===== config.mk =====
export PLATFORM = sky130hd
export DESIGN_NAME = prog_sequence_detector
export DESIGN_NICKNAME = d
export VERILOG_FILES = /design/src/rtl/prog_sequence_detector.sv
export SDC_FILE = /design/constraint.sdc
export NUM_CORES = 1
export LEC_CHECK = 0
export ABC_AREA = 1
export BUFFER_PORTS_ARGS = -buffer_cell sky130_fd_sc_hd__buf_2
export CORE_AREA = 3 3 52 54
export CTS_CLUSTER_SIZE = 30
export DETAILED_ROUTE_END_ITERATION = 8
export DIE_AREA = 0 0 55 57
export GPL_TIMING_DRIVEN = 1
export PLACE_DENSITY = 0.78
export SLEW_MARGIN = 20
export SYNTH_ARGS = -nofsm -noshare
export SYNTH_HDL_FRONTEND = slang
export SYNTH_SLANG_ARGS = --single-unit

===== constraint.sdc =====
create_clock -name clock -period 1.7 [get_ports clock]
set_input_delay 0.34 -clock clock [delete_from_list [all_inputs] [get_ports clock]]
set_output_delay 0.34 -clock clock [all_outputs]
set_load 0.02 [all_outputs]

===== src/rtl/prog_sequence_detector.sv =====
// Programmable symbol-sequence detector.
// Keeps a shift history of the last N valid symbols and compares it with a
// loadable pattern. A match gives a registered one-cycle pulse and bumps a
// saturating counter. OVERLAP selects whether history survives a match.
module prog_sequence_detector #(
    parameter int W = 2,
    parameter int N = 4,
    parameter int CW = 4,
    parameter bit OVERLAP = 1'b1,
    parameter logic [N*W-1:0] PATTERN = (N*W)'(8'b00_01_10_11)
) (
    input  logic           clock,
    input  logic           reset,
    input  logic [W-1:0]   x,
    input  logic           valid,
    input  logic           pat_load,
    input  logic [N*W-1:0] pat_in,
    input  logic           clear_count,
    output logic           match,
    output logic [CW-1:0]  count
);

    // The fill counter must be able to hold the value N itself.
    localparam int FW = $clog2(N + 1);
    localparam logic [FW-1:0] FILL_FULL = FW'(N);

    logic [N*W-1:0] pattern;
    logic [N*W-1:0] hist;
    logic [N*W-1:0] hist_shift;
    logic [FW-1:0]  fill;
    logic [FW-1:0]  fill_inc;
    logic [FW-1:0]  fill_next;
    logic           hit;

    // The newest symbol enters at the LSB end, so the oldest symbol sits in the
    // MSB slot and lines up with the first pattern symbol.
    always_comb begin
        hist_shift = {hist[N*W-W-1:0], x};
        fill_inc   = (fill == FILL_FULL) ? FILL_FULL : fill + FW'(1);
        // A pattern load in the same cycle swallows the incoming symbol.
        hit        = valid && !pat_load && (fill_inc == FILL_FULL) &&
                     (hist_shift == pattern);
        fill_next  = fill;
        if (pat_load) begin
            fill_next = '0;
        end else if (valid) begin
            if (hit && (OVERLAP == 1'b0)) begin
                fill_next = '0;
            end else begin
                fill_next = fill_inc;
            end
        end
    end

    // Pattern register, symbol history and fill level.
    always_ff @(posedge clock or posedge reset) begin
        if (reset) begin
            pattern <= PATTERN;
            hist    <= '0;
            fill    <= '0;
        end else begin
            if (pat_load) begin
                pattern <= pat_in;
            end
            if (valid && !pat_load) begin
                hist <= hist_shift;
            end
            fill <= fill_next;
        end
    end

    // Match pulse and saturating detection counter; clear wins over increment.
    always_ff @(posedge clock or posedge reset) begin
        if (reset) begin
            match <= 1'b0;
            count <= '0;
        end else begin
            match <= hit;
            if (clear_count) begin
                count <= '0;
            end else if (hit && (count != {CW{1'b1}})) begin
                count <= count + CW'(1);
            end
        end
    end

endmodule

Yosys cells after proc, flatten, opt, wreduce, memory -nomap -nowiden
Cells that the tools add are included.
- flip-flop bits (word level): 22
- bits in latches: 0
- bits in writable memories: 0
- bits in read-only memories: 0
- input port bits: 15
- word-level logic and storage cells: 23
- memories: 0
- add/subtract/negate cells: 2
- $mul: 0
- div/mod/pow operators: 0
- order comparisons: 0
- eq/ne operators: 4
- shifts and indexed selects: 0
- multiplexer cells: 5
- bitwise gates (word level): 0
- reductions and logical operators: 7
- operators by type and width (kind ; number):
    $mux W3 ; 3
    $eq A8 B8 Y1 ; 1
    $mux W4 ; 2
    $eq A3 B3 Y1 const B ; 2
    $add A4 B1 Y4 const B ; 1
    $logic_and A1 B1 Y1 ; 4
    $ne A4 B4 Y1 const B ; 1
    $reduce_bool A2 Y1 ; 2
    $add A3 B1 Y3 const B ; 1
    $logic_not A1 Y1 ; 1

Depth between registers and ports, before layout
- word-level depth: 8
- mapped depth: 11
- depth with buffers taken out: 11

Worst setup path after synthesis
Ideal clock, no wire load.
- kind: register -> register
- start: reg fill[0]
- end: reg count[3]
- data arrival time: 1.305 ns
- slack: 0.324 ns
- stages on the path, launching flop included: 12
- buffers on the path: 0
- period minus slack after synthesis: 1.376 ns
- cells stage by stage: dfrtp_1 inv_1 ha_1 inv_1 nand2_1 nor2_1 nand2_1 nor2_4 nand3_1 nand2_1 inv_1 nor2_1
- longest elaborated chain between the ends: 7
- elaborated cells on any way between the ends: 8
- those cells by class: 1 x add/sub; 2 x eq/ne; 1 x mux; 4 x reduce/logical
- ends and longest elaborated chain (what ; line ; source):
    from (decl) ; 30 ; logic [FW-1:0] fill;
    from (signal assigned) ; 68 ; fill <= fill_next;
    $add A3 B1 Y3 / $eq A3 B3 Y1 (equally long branches) ; 39 ; fill_inc = (fill == FILL_FULL) ? FILL_FULL : fill + FW'(1);
    $mux W3 (*) ; 39 ;
    $eq A3 B3 Y1 (*) ; 41 ; hit = valid && !pat_load && (fill_inc == FILL_FULL) &&
    $logic_and A1 B1 Y1 (*) (2 in series) ; 41 ;
    $logic_and A1 B1 Y1 (*) ; 81 ; end else if (hit && (count != {CW{1'b1}})) begin
    $reduce_bool A2 Y1 (no source line) (*) ; n/a ;
    to (signal assigned) ; 82 ; count <= count + CW'(1);
    to (decl) ; 20 ; output logic [CW-1:0] count
Every way passes the cells marked *; elsewhere a longest branch is shown, timed or not.
A chain may end at the register's enable or synchronous reset.

Worst setup path in the final report
- start: reg fill[0]
- end: reg count[0]
The elaborated chain is that of the path after synthesis.

==> impl_metrics.toml <==
[status]
outcome = "finished, final reports clean"

[routing]
num_vias = 1118
drt_first_pass_iters = 4
wirelength_mm = 2.43
ant_nets = 0
avgRoutedWirePerCell_um = 10.8
drc = 0
drt_iter0_drc = 25
vias_per_cell = 4.95

[sta]
drv_slew = 0
slew_headroom = 0.816
tightest_slew_ns = 0.274
hold_violations = 0
finClkSkew_ns = 0.00559
fin_crit_sh = 0.909
period_minus_slack_ns = 1.54
hold_ws_ns = 0.0458
fmax_mhz = 647
setup_viol = 0

[placed_design]
dp_hpwl_mm = 1.90
place_congestion = 0.826
dp.cells = 223
portBuffers = 19

[global_route]
grt_use_total = 0.180
grt_first_pass_wirelength_mm = 4.24
antenna_found_initial = 0
grt_pass1_vias = 1078
grt_max_degree = 23
overflow = 0

[power_and_ir_drop]
powerDensity_nw_per_um2 = 743
p_leak_uw = 0.000786
pwr-share-clk = 0.218
ir_worst_vdd_uv = 491
power_frac_seq = 0.573
swShare = 0.298
p_int_uw = 735
combinationalPowerShare = 0.210
p_sw_uw = 312

[finish]
fillCellCount = 224
layout-drive-gt1-share = 0.212
instances_no_fill = 226
nets = 218
fin_util = 0.625
multiInputGateArea_um2 = 558
area_growth_syn_to_layout_pct = 12.7
area.sequential_um2 = 556
antenna_cells = 0

[clock_tree]
numCtsBuffers = 3
path_clk_slew_ns = 0.11
cts_max_level = 1
cts_buffer_depth = 2
cts_tree = "done"
clk_latency_ns = 0.30
postCtsSetupBuffers = 0
cts_root_buf = "clkbuf_4"
clock-sinks = 22
cts_resized = 0
cts_hold_buf = 0

[logic_synthesis]
yosysMostFrequentCell = "nand2_1"
yosysUniqueCellTypes = 20
avgSynthCellArea_um2 = 7.10
netlist_top_cells_count = "nand2_1 (63), inv_1 (29), dfrtp_1 (18)"
synth_top_area_share = 0.360
synth_top_area_cell = "dfrtp_1"
async_reset_ff_frac = 1.00
synth.ff_latch_count = 22
synth_flop_cell = "dfrtp_1"
syn_area_um2 = 1250
ys_seq_area_frac = 0.444
synthTopCellsByArea = "dfrtp_1 (36%), nand2_1 (19%), inv_1 (8.7%)"
syn-num-nets = 194
synthCells = 176
synth_warnings = 0
synth_edf_count = 0

[floorplanning]
initial_core_util = 0.554
placementRows = 17
die_y_um = 57
io_pins = 20
core_region_area_um2 = 2250
die_w_um = 55
die-area_um2 = 3140

[flow_run]
maxCapViolCount = 0

[critical_path]
end_kind = "flip-flop"
arrival_ns = 1.78
cp_data_required_time_ns = 1.94
critPathLaunchType = "flip-flop"
worst-path-max-fanout = 4
path_class = "flip-flop to flip-flop"

[min_path]
worstHoldPathType = "input port to async pin"
[area by class of cell]
class	count	area share
clock buffer	3	0.0160
inverter	32	0.0853
multi-input combinational	119	0.396
sequential	22	0.394
tap	28	0.0249
timing repair buffer	22	0.0835
[through the flow]
step | TNS [ns] | total power (uW) | instance area, um^2 | worst slack (ns)
global placement | 0 | 814 | 1380 | 0.274
CTS | 0 | 1060 | 1410 | 0.169
detailed placement | 0 | 823 | 1380 | 0.200
finish | 0 | 1050 | 1410 | 0.155
global route | -0.0524 | 1120 | 1410 | -0.0457
floorplan | 0 | 764 | 1250 | 0.324
[critical path, cell delays in order (launching register included)]
cell     delay (ns)
dfrtp_1        0.38
inv_2          0.05
ha_1           0.29
inv_2          0.07
nand2_1        0.05
nor2_1         0.12
nand2_2        0.09
nor2_4         0.13
nand3_1        0.09
nand2_1        0.07
inv_1          0.03
nor2_1         0.09
[power groups by stage]
| stage | Combinational, uW | Sequential, uW | Clock [uW] |
|---|---|---|---|
| floorplan | 160 | 603 | 0 |
| global placement | 207 | 607 | 0 |
| detailed placement | 213 | 609 | 0 |
| CTS | 216 | 599 | 242 |
| global route | 258 | 606 | 260 |
| finish | 219 | 599 | 228 |
[cells in the final DEF, fill, tap and decap left out, types with 2 or more instances in the layout]
master / instances
buf_2: 19
buf_4: 3
clkbuf_4: 3
dfrtp_1: 18
dfstp_2: 4
ha_1: 3
inv_1: 27
inv_2: 5
nand2_1: 62
nand2_2: 3
nand3_1: 8
nand4_1: 3
nor2_1: 16
nor2_2: 2
o21ai_0: 14
o22ai_1: 3
[routing by layer]
| metal | global-route usage | share of wire | vias up |
|---|---|---|---|
| met1 | 0.236 | 0.46 | 497 |
| met2 | 0.297 | 0.47 | 30 |
| met3 | 0.0235 | 0.046 | 5 |
| met5 | 0 | 0 | - |
| met4 | 0.0625 | 0.018 | 0 |
| li1 | - | - | 586 |
[kinds of logic after synthesis]
family          synth area share
fa+ha+maj                 0.0300
flops                      0.444
buf+inv                    0.111
simple gates               0.343
compound gates            0.0711
[sequential cells by signal, summed over array words and instances, names as in the netlist]
signal and count:
count 4, match 1, hist 6, fill 3
pattern 8
[worst paths after layout]
| check | cells past startpoint | startpoint | slack (ns) | to |
|---|---|---|---|---|
| min reg2reg | 2 | pattern[0]$_DFFE_PP1P_ | 0.51 | pattern[0]$_DFFE_PP1P_ |
| max in group asynchronous | 3 | reset | 1.37 | pattern[1]$_DFFE_PP1P_ |
| min in group clock | 3 | pat_in[2] | 0.24 | pattern[2]$_DFFE_PP0P_ |
| max | 11 | fill[0]$_DFFE_PP0P_ | 0.16 | count[0]$_DFFE_PP0P_ |
| max reg2reg | 11 | fill[0]$_DFFE_PP0P_ | 0.16 | count[0]$_DFFE_PP0P_ |
| min | 3 | reset | 0.05 | hist[5]$_DFFE_PP0P_ |
No activity file was read; power rests on OpenSTA's default activity.
